--- config.mk ---
export PLATFORM = sky130hd
export DESIGN_NAME = pwm_mejorado_flat
export DESIGN_NICKNAME = d
export VERILOG_FILES = /design/src/rtl/pwm_mejorado_if.sv /design/src/rtl/pwm_mejorado.sv /design/src/flat_wrapper.sv
export SDC_FILE = /design/constraint.sdc
export NUM_CORES = 1
export LEC_CHECK = 0
export CAP_MARGIN = 15
export CORE_ASPECT_RATIO = 1.5
export CORE_MARGIN = 2
export CORE_UTILIZATION = 54
export CTS_CLUSTER_SIZE = 16
export DETAILED_ROUTE_END_ITERATION = 10
export PLACE_DENSITY = 0.78
export SYNTH_ARGS = -nofsm -noshare
export SYNTH_HDL_FRONTEND = slang
export SYNTH_SLANG_ARGS = --single-unit
--- constraint.sdc ---
create_clock -name clk -period 2.39 [get_ports clk]
set_input_delay 0.478 -clock clk [delete_from_list [all_inputs] [get_ports clk]]
set_output_delay 0.478 -clock clk [all_outputs]
set_load 0.05 [all_outputs]
--- src/rtl/pwm_mejorado_if.sv ---
// Control/output bundle of the PWM generator: duty request and prescaler
// terminal count in, registered PWM waveform out.
interface pwm_mejorado_if #(
  parameter int R          = 8,
  parameter int TIMER_BITS = 8
);
  logic [R:0]            ciclo;
  logic [TIMER_BITS-1:0] FINAL_VALUE;
  logic                  pwm_out;

  modport master (
    output ciclo,
    output FINAL_VALUE,
    input  pwm_out
  );

  modport slave (
    input  ciclo,
    input  FINAL_VALUE,
    output pwm_out
  );
endinterface

--- src/rtl/pwm_mejorado.sv ---
// PWM generator: prescaled tick drives an R-bit duty counter; the duty value
// is latched once per period so requests never glitch the current period.
module pwm_mejorado #(
  parameter int R          = 8,
  parameter int TIMER_BITS = 8
) (
  input logic            clk,
  input logic            reset,
  pwm_mejorado_if.slave  bus
);

  localparam logic [R:0]            DUTY_FULL = {1'b1, {R{1'b0}}};
  localparam logic [TIMER_BITS-1:0] TIMER_ONE = {{(TIMER_BITS-1){1'b0}}, 1'b1};
  localparam logic [R-1:0]          Q_ONE     = {{(R-1){1'b0}}, 1'b1};

  logic [TIMER_BITS-1:0] r_timer_p0;
  logic [R-1:0]          r_q_p0;
  logic [R:0]            r_d_p0;
  logic                  r_pwm_p1;

  logic                  w_tick_p0;
  logic                  w_start_p0;
  logic                  w_high_p0;

  function automatic logic [R:0] sat_duty(input logic [R:0] req);
    return (req > DUTY_FULL) ? DUTY_FULL : req;
  endfunction

  // Stage p0: prescaler, duty counter and period-start duty latch.
  // ">=" lets a lowered terminal count end the tick at once instead of wrapping.
  assign w_tick_p0  = (r_timer_p0 >= bus.FINAL_VALUE);
  assign w_start_p0 = (r_timer_p0 == '0) && (r_q_p0 == '0);
  assign w_high_p0  = ({1'b0, r_q_p0} < r_d_p0);

  always_ff @(posedge clk or posedge reset) begin
    if (reset) begin
      r_timer_p0 <= '0;
      r_q_p0     <= '0;
      r_d_p0     <= '0;
    end else begin
      if (w_tick_p0) begin
        r_timer_p0 <= '0;
        r_q_p0     <= r_q_p0 + Q_ONE;
      end else begin
        r_timer_p0 <= r_timer_p0 + TIMER_ONE;
      end
      if (w_start_p0) begin
        r_d_p0 <= sat_duty(bus.ciclo);
      end
    end
  end

  // Stage p1: registered compare of the pre-edge counter against the latched duty.
  always_ff @(posedge clk or posedge reset) begin
    if (reset) begin
      r_pwm_p1 <= 1'b0;
    end else begin
      r_pwm_p1 <= w_high_p0;
    end
  end

  assign bus.pwm_out = r_pwm_p1;

endmodule

--- src/flat_wrapper.sv ---
// flat-port wrapper written by rule: the top's interface ports become plain ports
module pwm_mejorado_flat 
#(
  parameter int R          = 8,
  parameter int TIMER_BITS = 8
)
  (clk, reset, bus_ciclo, bus_FINAL_VALUE, bus_pwm_out);
  pwm_mejorado_if #(.R(R), .TIMER_BITS(TIMER_BITS)) bus_i ();
  input logic clk;
  input logic reset;
  input wire logic [$bits(bus_i.ciclo)-1:0] bus_ciclo;
  input wire logic [$bits(bus_i.FINAL_VALUE)-1:0] bus_FINAL_VALUE;
  output wire logic [$bits(bus_i.pwm_out)-1:0] bus_pwm_out;
  assign bus_i.ciclo = bus_ciclo;
  assign bus_i.FINAL_VALUE = bus_FINAL_VALUE;
  assign bus_pwm_out = bus_i.pwm_out;
  pwm_mejorado #(.R(R), .TIMER_BITS(TIMER_BITS)) u_core (.clk(clk), .reset(reset), .bus(bus_i));
endmodule
; ---- After elaboration in Yosys (flattened, before gate mapping)
; Index checks and enable logic that the tools add are counted.
; Widths: inputs -> output; s select.
[totals]
n_memories = 0
elab_cells = 14
in_bits = 19
register_bits = 26
ramBits = 0
latch_bits = 0
romBits = 0
output_inout_bits = 1
[op_classes]
mux = 2
mul = 0
n_div = 0
bitwise_logic = 0
n_shift = 0
reduce_logical = 3
magnitude_cmp = 3
n_addsub = 2
n_eq_ne = 0
[op_table]
columns = op, count
row1 = $add 8x1->8 const B, 2
row2 = $logic_not 8->1, 2
row3 = $gt 9x9->1 const B, 1
row4 = $lt 8x9->1, 1
row5 = $mux 9, 1
row6 = $ge 8x8->1, 1
row7 = $mux 8, 1
row8 = $logic_and 1x1->1, 1

; ---- Logic depth before layout (Yosys ltp)
; Gate-level depths: netlist of the first run.
[depth]
depth_word = 2
ltp_mapped = 10
depth_no_buf = 8

; ---- Worst setup path after synthesis of the first run
; OpenSTA, ideal clock, no wires.
[synth_path]
path_type = input-to-reg
startpoint = input bus_FINAL_VALUE[0]
endpoint = register u_core.r_q_p0[1]
arrival_time_ns = 1.675
t_required_ns = 2.272
cell_stages = 9
path_buffers = 2
setup_ns = 0.118
path_slack_ns = 0.597
cell_sequence = ha_1 -> nand2b_4 -> a211oi_2 -> nor3_1 -> o22a_1 -> buf_6 -> buf_6 -> nand2_1 -> o21ai_2
[synth_between]
elab_chain_len = 1
[synth_lines]
columns = item, line_no
row1 = from (decl), flat_wrapper.sv:12  ; input wire logic [$bits(bus_i.FINAL_VALUE)-1:0] bus_FINAL_VALUE;
row2 = $ge 8x8->1, pwm_mejorado.sv:31  ; assign w_tick_p0 = (r_timer_p0 >= bus.FINAL_VALUE);
row3 = to (signal assigned), pwm_mejorado.sv:43  ; r_q_p0 <= r_q_p0 + Q_ONE;
row4 = to (decl), pwm_mejorado.sv:17  ; logic [R-1:0] r_q_p0;
; Every way passes these cells.
; A chain may end at the register's enable or synchronous reset.

; ---- Worst setup path in the final report of the first run
[layout_path]
startpoint = input bus_FINAL_VALUE[4]
endpoint = register u_core.r_q_p0[7]
; The elaborated chain is that of the path after synthesis.

==> results.cfg, run 1 <==
[place]
placed_area_um2 = 1804
dp_hpwl_um = 2546
place_ws_ps = -32.33
dp.cells = 216
place_congestion = 0.7421
io_buffers = 19

[final_layout]
antenna_cells = 0
synthToLayoutAreaGrowth_pct = 17.94
drive_above_1_share_pct = 9.392
layout.nets = 220
final_core_util_pct = 65.18
instances_no_fill = 220
fin_area_um2 = 1859

[drt]
drtIter0Drc = 11
wl_met3_um = 50
top_layer_used = met4
drcViolationCount = 0
first_pass_iters = 4
routed_wl_um = 3050
via_per_inst = 5.286
wl_per_cell_um = 13.86
route.met2.wl_um = 1832
vias = 1163
antenna_left = 0
drt-met1-wl_um = 1066

[pwr]
powerDensity_nw_per_um2 = 954.2
p_switching_mw = 0.6687
power_frac_clock_pct = 16.1
ir_worst_vdd_mv = 0.5921
p_seq_share_pct = 44.6
combinationalPowerShare_pct = 39.2
total_power_mw = 1.774
p_leak_nw = 0.9587
switching_share_pct = 37.69
cell_internal_pwr_mw = 1.105

[cts]
postCtsSetupBuffers = 0
cts_made_buffers = 3
worst_setup_hold_path_clk_slew_ps = 90
htreeDepth = 1
clock-sinks = 26
root_buffer = clkbuf_8
cts_resized = 0
tritoncts = yes
clockBufferDepth = 2
hold_buffers = 0
worst_skew_pair.late_latency_ps = 270

[die]
fp.dieH_um = 70.18
core.rowCount = 24
dieArea_um2 = 3376
core-area_um2 = 2853
ios = 20
die_x_um = 48.12
start_util_pct = 55.26

[logic_synthesis]
ys_seq_elements = 26
ys_warn_count = 0
synth_top_area_cell = dfrtp_1
synthTopCellsByArea = dfrtp_1, ha_1, inv_1, xnor2_1, nand2b_1
synth.net_count = 196
synth.distinct_cells = 29
synth_top_cell_area_share_pct = 41.27
synth_area_um2 = 1577
synth_cells = 158
yosysMostFrequentCell = dfrtp_1
synth_async_sr_flop_share_pct = 100.0
ys.flop_type = dfrtp_1
ys_top_cells_by_count = dfrtp_1, inv_1, ha_1, nor2_1, nand2_1
synth.avg_cell_area_um2 = 9.978
synth_edf_count = 0
ys_seq_area_share_pct = 41.27

[timing]
period_share_pct = 88.12
max_freq_mhz = 474.8
layout_setup_ws_ps = 284.0
finalSetupViolations = 0
slew_headroom_pct = 67.42
rsz0062_at_grt = false
holdWs_ps = 502.0
hold_violations = 0
finalClockSkew_ps = 0.7802
slew_violations = 0
worst_pin_slew_ps = 487.2
finalCriticalPeriod_ps = 2106
setup_tns_ps = 0

[flow_run]
maxCapViolations = 0

[setup_path]
cp_max_fo = 10
cp-start-kind = input port
required_ps = 2550
setup.worst_path.end_class = register
arrival_ps = 2270
setup.worst_path.class = in -> reg

[global_routing]
antenna_found_initial = 0
gr-total-overflow = 0
grt_max_degree = 27
grt_pass1_vias = 1289
grt_use_total_pct = 22.35
grt_pass1_wl_um = 5402

[run_status]
outcome = complete, no violations

[hold_path]
hp-class = reg -> reg
==> layout make-up <==
type,instances,area (um2)
Clock buffer,4,55.05
Inverter,21,78.83
Timing Repair Buffer,22,212.7
Sequential cell,26,650.6
Multi-Input combinational cell,108,813.3
Fill cell,242,993.5
Tap cell,39,48.80
==> power groups by stage <==
stage / clock network [mW] / logic, mW / registers (mW)
final: 0.286 / 0.696 / 0.792
after global routing: 0.310 / 0.816 / 0.817
after CTS: 0.292 / 0.716 / 0.794
after detailed placement: 0 / 0.714 / 0.803
after global placement: 0 / 0.652 / 0.794
after floorplan: 0 / 0.552 / 0.738
==> sequential cells by signal, summed over array words and instances (netlist names) <==
signal,count
u_core.bus.pwm_out,1
u_core.r_d_p0,9
u_core.r_timer_p0,8
u_core.r_q_p0,8
==> layout by cell type (no fill, tap or decap), types with 3 or more instances in the layout <==
master           count
nand3_1              8
o21ai_2              3
xor2_1               5
nand4_1              3
xnor2_1              8
nor2_1              13
clkbuf_8             4
nand2_1             10
and3_1               3
a21oi_1              3
ha_1                19
buf_4                3
nand2b_1             9
a21o_1               3
dfrtp_1             26
inv_1               21
o21ai_1              6
clkdlybuf4s50_1     19
==> final timing paths <==
| check | startpoint | endpoint | slack [ps] | depth (start not counted) |
|---|---|---|---|---|
| setup / recovery | bus_FINAL_VALUE[4] | u_core.r_q_p0[7] | 280 | 8 |
| setup reg to reg | u_core.r_timer_p0[0] | u_core.r_timer_p0[2] | 450 | 8 |
| max in group asynchronous | reset | u_core.r_q_p0[1] | 1580 | 3 |
| min in group asynchronous | reset | u_core.r_timer_p0[4] | 560 | 3 |
| hold reg to reg | u_core.r_d_p0[6] | u_core.r_d_p0[6] | 500 | 2 |
| hold / removal | u_core.r_d_p0[6] | u_core.r_d_p0[6] | 500 | 2 |
==> cells by family (layout without fill, tap and decap cells) <==
| logic type | after synthesis | after routing | synth area share (%) |
|---|---|---|---|
| compound gates | 21 | 21 | 8.889 |
| xor+xnor | 13 | 13 | 7.222 |
| fa+ha+maj | 19 | 19 | 15.08 |
| buf+inv | 24 | 47 | 7.143 |
| flops | 26 | 26 | 41.27 |
| mux | 1 | 1 | 0.7142 |
| simple gates | 54 | 54 | 19.68 |
==> layer usage <==
metal,up-vias,global-route usage [%]
met4,0,10.81
met2,18,40.89
met1,564,22.52
met5,-,0
met3,9,2.584
li1,572,-
==> worst max-delay path: stages <==
cell             delay, ps
clkdlybuf4s50_1        460
inv_1                   50
ha_1                   290
nand4_1                 90
nor3_1                 190
o22a_1                 390
nand4_1                170
xnor2_1                160
Note: power is estimated with default switching activity, not from simulation.
==> inputs of run 2 (changes only) <==
Settings changed: CORE_UTILIZATION 54 to 35, PLACE_DENSITY 0.78 to unset.
Clock period 2.39 ns to 2.25 ns, I/O delays scaled along.
==> run 2 against run 1 <==
Effect of this change: the run now ends with design-rule violations left; setup slack worse by 38 ps; utilization is 21 points lower; count of clock-buffer cells in the layout is 1 lower; wire length fell by 3.4%; hold slack worse by 4.8 ps; power grew 9.6%; critical path type unchanged; largest cell class unchanged.
==> results.cfg, run 2 (synthesis gave the netlist of run 1 again) <==
[run_status]
outcome = finished with violations
violations = design-rule violations

[setup_path]
path_cells = clkdlybuf4s50_1 > inv_1 > ha_1 > nand4_1 > nor3_1 > o22a_1 > nand3_1 > xnor2_1
arrival_ps = 2170
worstSetupPathDepth = 8
cp-start-kind = input port
reg2reg_setup_slack_ps = 330
critical_path.max_stage_delay_ps = 450
setup.worst_path.end_class = register
slowest_stage = clkdlybuf4s50_1
cp.buffers_inverters = 2
r2r_cells = 9
setup.worst_path.class = in -> reg
critical_path.reg2reg.startpoint = u_core.r_timer_p0[0]
r2r-end = u_core.r_q_p0[1]
critPathTopFamily = buffers and inverters
cp_max_fo = 8
required_ps = 2410

[drt]
drcViolationCount = 4
antenna_left = 0
routed_wl_um = 2946
vias = 1144
first_pass_iters = 7
wl_per_cell_um = 12.92
drtIter0Drc = 30
via_per_inst = 5.018

[cts]
worst_setup_hold_path_clk_slew_ps = 90
htreeDepth = 1
cts_resized = 0
root_buffer = clkbuf_8
postCtsSetupBuffers = 0
tritoncts = yes
clock-sinks = 26
hold_buffers = 0
clockBufferDepth = 2
cts_made_buffers = 3
worst_skew_pair.late_latency_ps = 270

[die]
fp.dieH_um = 86.20
ios = 20
core.rowCount = 29
die_x_um = 58.80
core-area_um2 = 4282
start_util_pct = 36.82
dieArea_um2 = 5068

[pwr]
powerDensity_nw_per_um2 = 1028
p_switching_mw = 0.6899
power_frac_clock_pct = 20.1
p_seq_share_pct = 42.8
p_leak_nw = 0.9699
cell_internal_pwr_mw = 1.255
switching_share_pct = 35.47
ir_worst_vdd_mv = 0.3254
combinationalPowerShare_pct = 37.1

[hold_path]
worstHoldEndpoint = u_core.r_d_p0[4]
worst_hold_startpoint = u_core.r_d_p0[4]
hp-class = reg -> reg
whs_path_depth = 2

[timing]
setup_tns_ps = 0
period_share_pct = 89.08
layout_setup_ws_ps = 245.6
holdWs_ps = 497.1
finalClockSkew_ps = 4.141
slew_headroom_pct = 67.39
rsz0062_at_grt = false
slew_violations = 0
hold_violations = 0
max_freq_mhz = 498.9
worst_pin_slew_ps = 487.7
finalSetupViolations = 0
finalCriticalPeriod_ps = 2004

[final_layout]
final_core_util_pct = 44.18
layout.nets = 221
reg_top3 = u_core.r_d_p0: 9 flops, u_core.r_q_p0: 8 flops, u_core.r_timer_p0: 8 flops
largest_reg_flops = 9
fin_area_um2 = 1892
regMostFlops = u_core.r_d_p0
drive_above_1_share_pct = 9.890
layout_commonest_cell = dfrtp_1
final_cell_mix = dfrtp_1, inv_1, ha_1, clkdlybuf4s50_1, nor2_1
synthToLayoutAreaGrowth_pct = 20.00
antenna_cells = 0

[global_routing]
grt_pass1_vias = 1204
grt_pass1_wl_um = 5057
grt_max_degree = 27
gr-total-overflow = 0
grt_use_total_pct = 12.93
antenna_found_initial = 0

[place]
place_ws_ps = -87.17
io_buffers = 19
dp_hpwl_um = 2340
place_congestion = 0.8407
placed_area_um2 = 1821

[flow_run]
maxCapViolations = 0
run 2: layout make-up:
type                            instances  area [um2]
Clock buffer                            3       41.29
Tap cell                               46       57.56
Sequential cell                        26       650.6
Multi-Input combinational cell        108       813.3
Inverter                               21       78.83
Timing Repair Buffer                   23       220.2
Fill cell                             428        2390
Clock inverter                          1       30.03
run 2: through the flow:
stage	power [mW]	instances
after global placement	1.528	224
after detailed placement	1.578	224
after global routing	2.117	228
after floorplan	1.370	158
final	1.945	228
after CTS	1.974	228
run 2: layer usage:
layer	vias to the layer above	global-route usage, %	share of wire, %
met5	-	0	0
met1	542	13.88	40
li1	570	-	-
met3	8	2.090	4.4
met2	24	22.93	52
met4	0	7.851	3.2
run 2: how the worst max path moves through the flow:
| stage | start | to | slack (ps) |
|---|---|---|---|
| final | bus_FINAL_VALUE[5] | u_core.r_q_p0[6] | 250 |
| after global routing | bus_FINAL_VALUE[6] | u_core.r_q_p0[5] | 70 |
| after CTS | bus_FINAL_VALUE[5] | u_core.r_q_p0[5] | 220 |
| after detailed placement | bus_FINAL_VALUE[5] | u_core.r_q_p0[5] | -90 |
| after global placement | bus_FINAL_VALUE[0] | u_core.r_q_p0[0] | -3 |
| after floorplan | bus_FINAL_VALUE[0] | u_core.r_q_p0[1] | 480 |
run 2: worst min-delay path: stages (launching register included):
cell and delay, ps:
dfrtp_1 350, nand2_1 50, o21ai_1 60
run 2: power by group through the flow:
| stage | registers (mW) | logic [mW] | clock network, mW |
|---|---|---|---|
| 6_report | 0.832 | 0.721 | 0.392 |
| 5_1_grt | 0.863 | 0.834 | 0.421 |
| 4_1_cts | 0.834 | 0.735 | 0.405 |
| 3_5_place_dp | 0.840 | 0.738 | 0 |
| 3_3_place_gp | 0.833 | 0.696 | 0 |
| 2_1_floorplan | 0.784 | 0.586 | 0 |
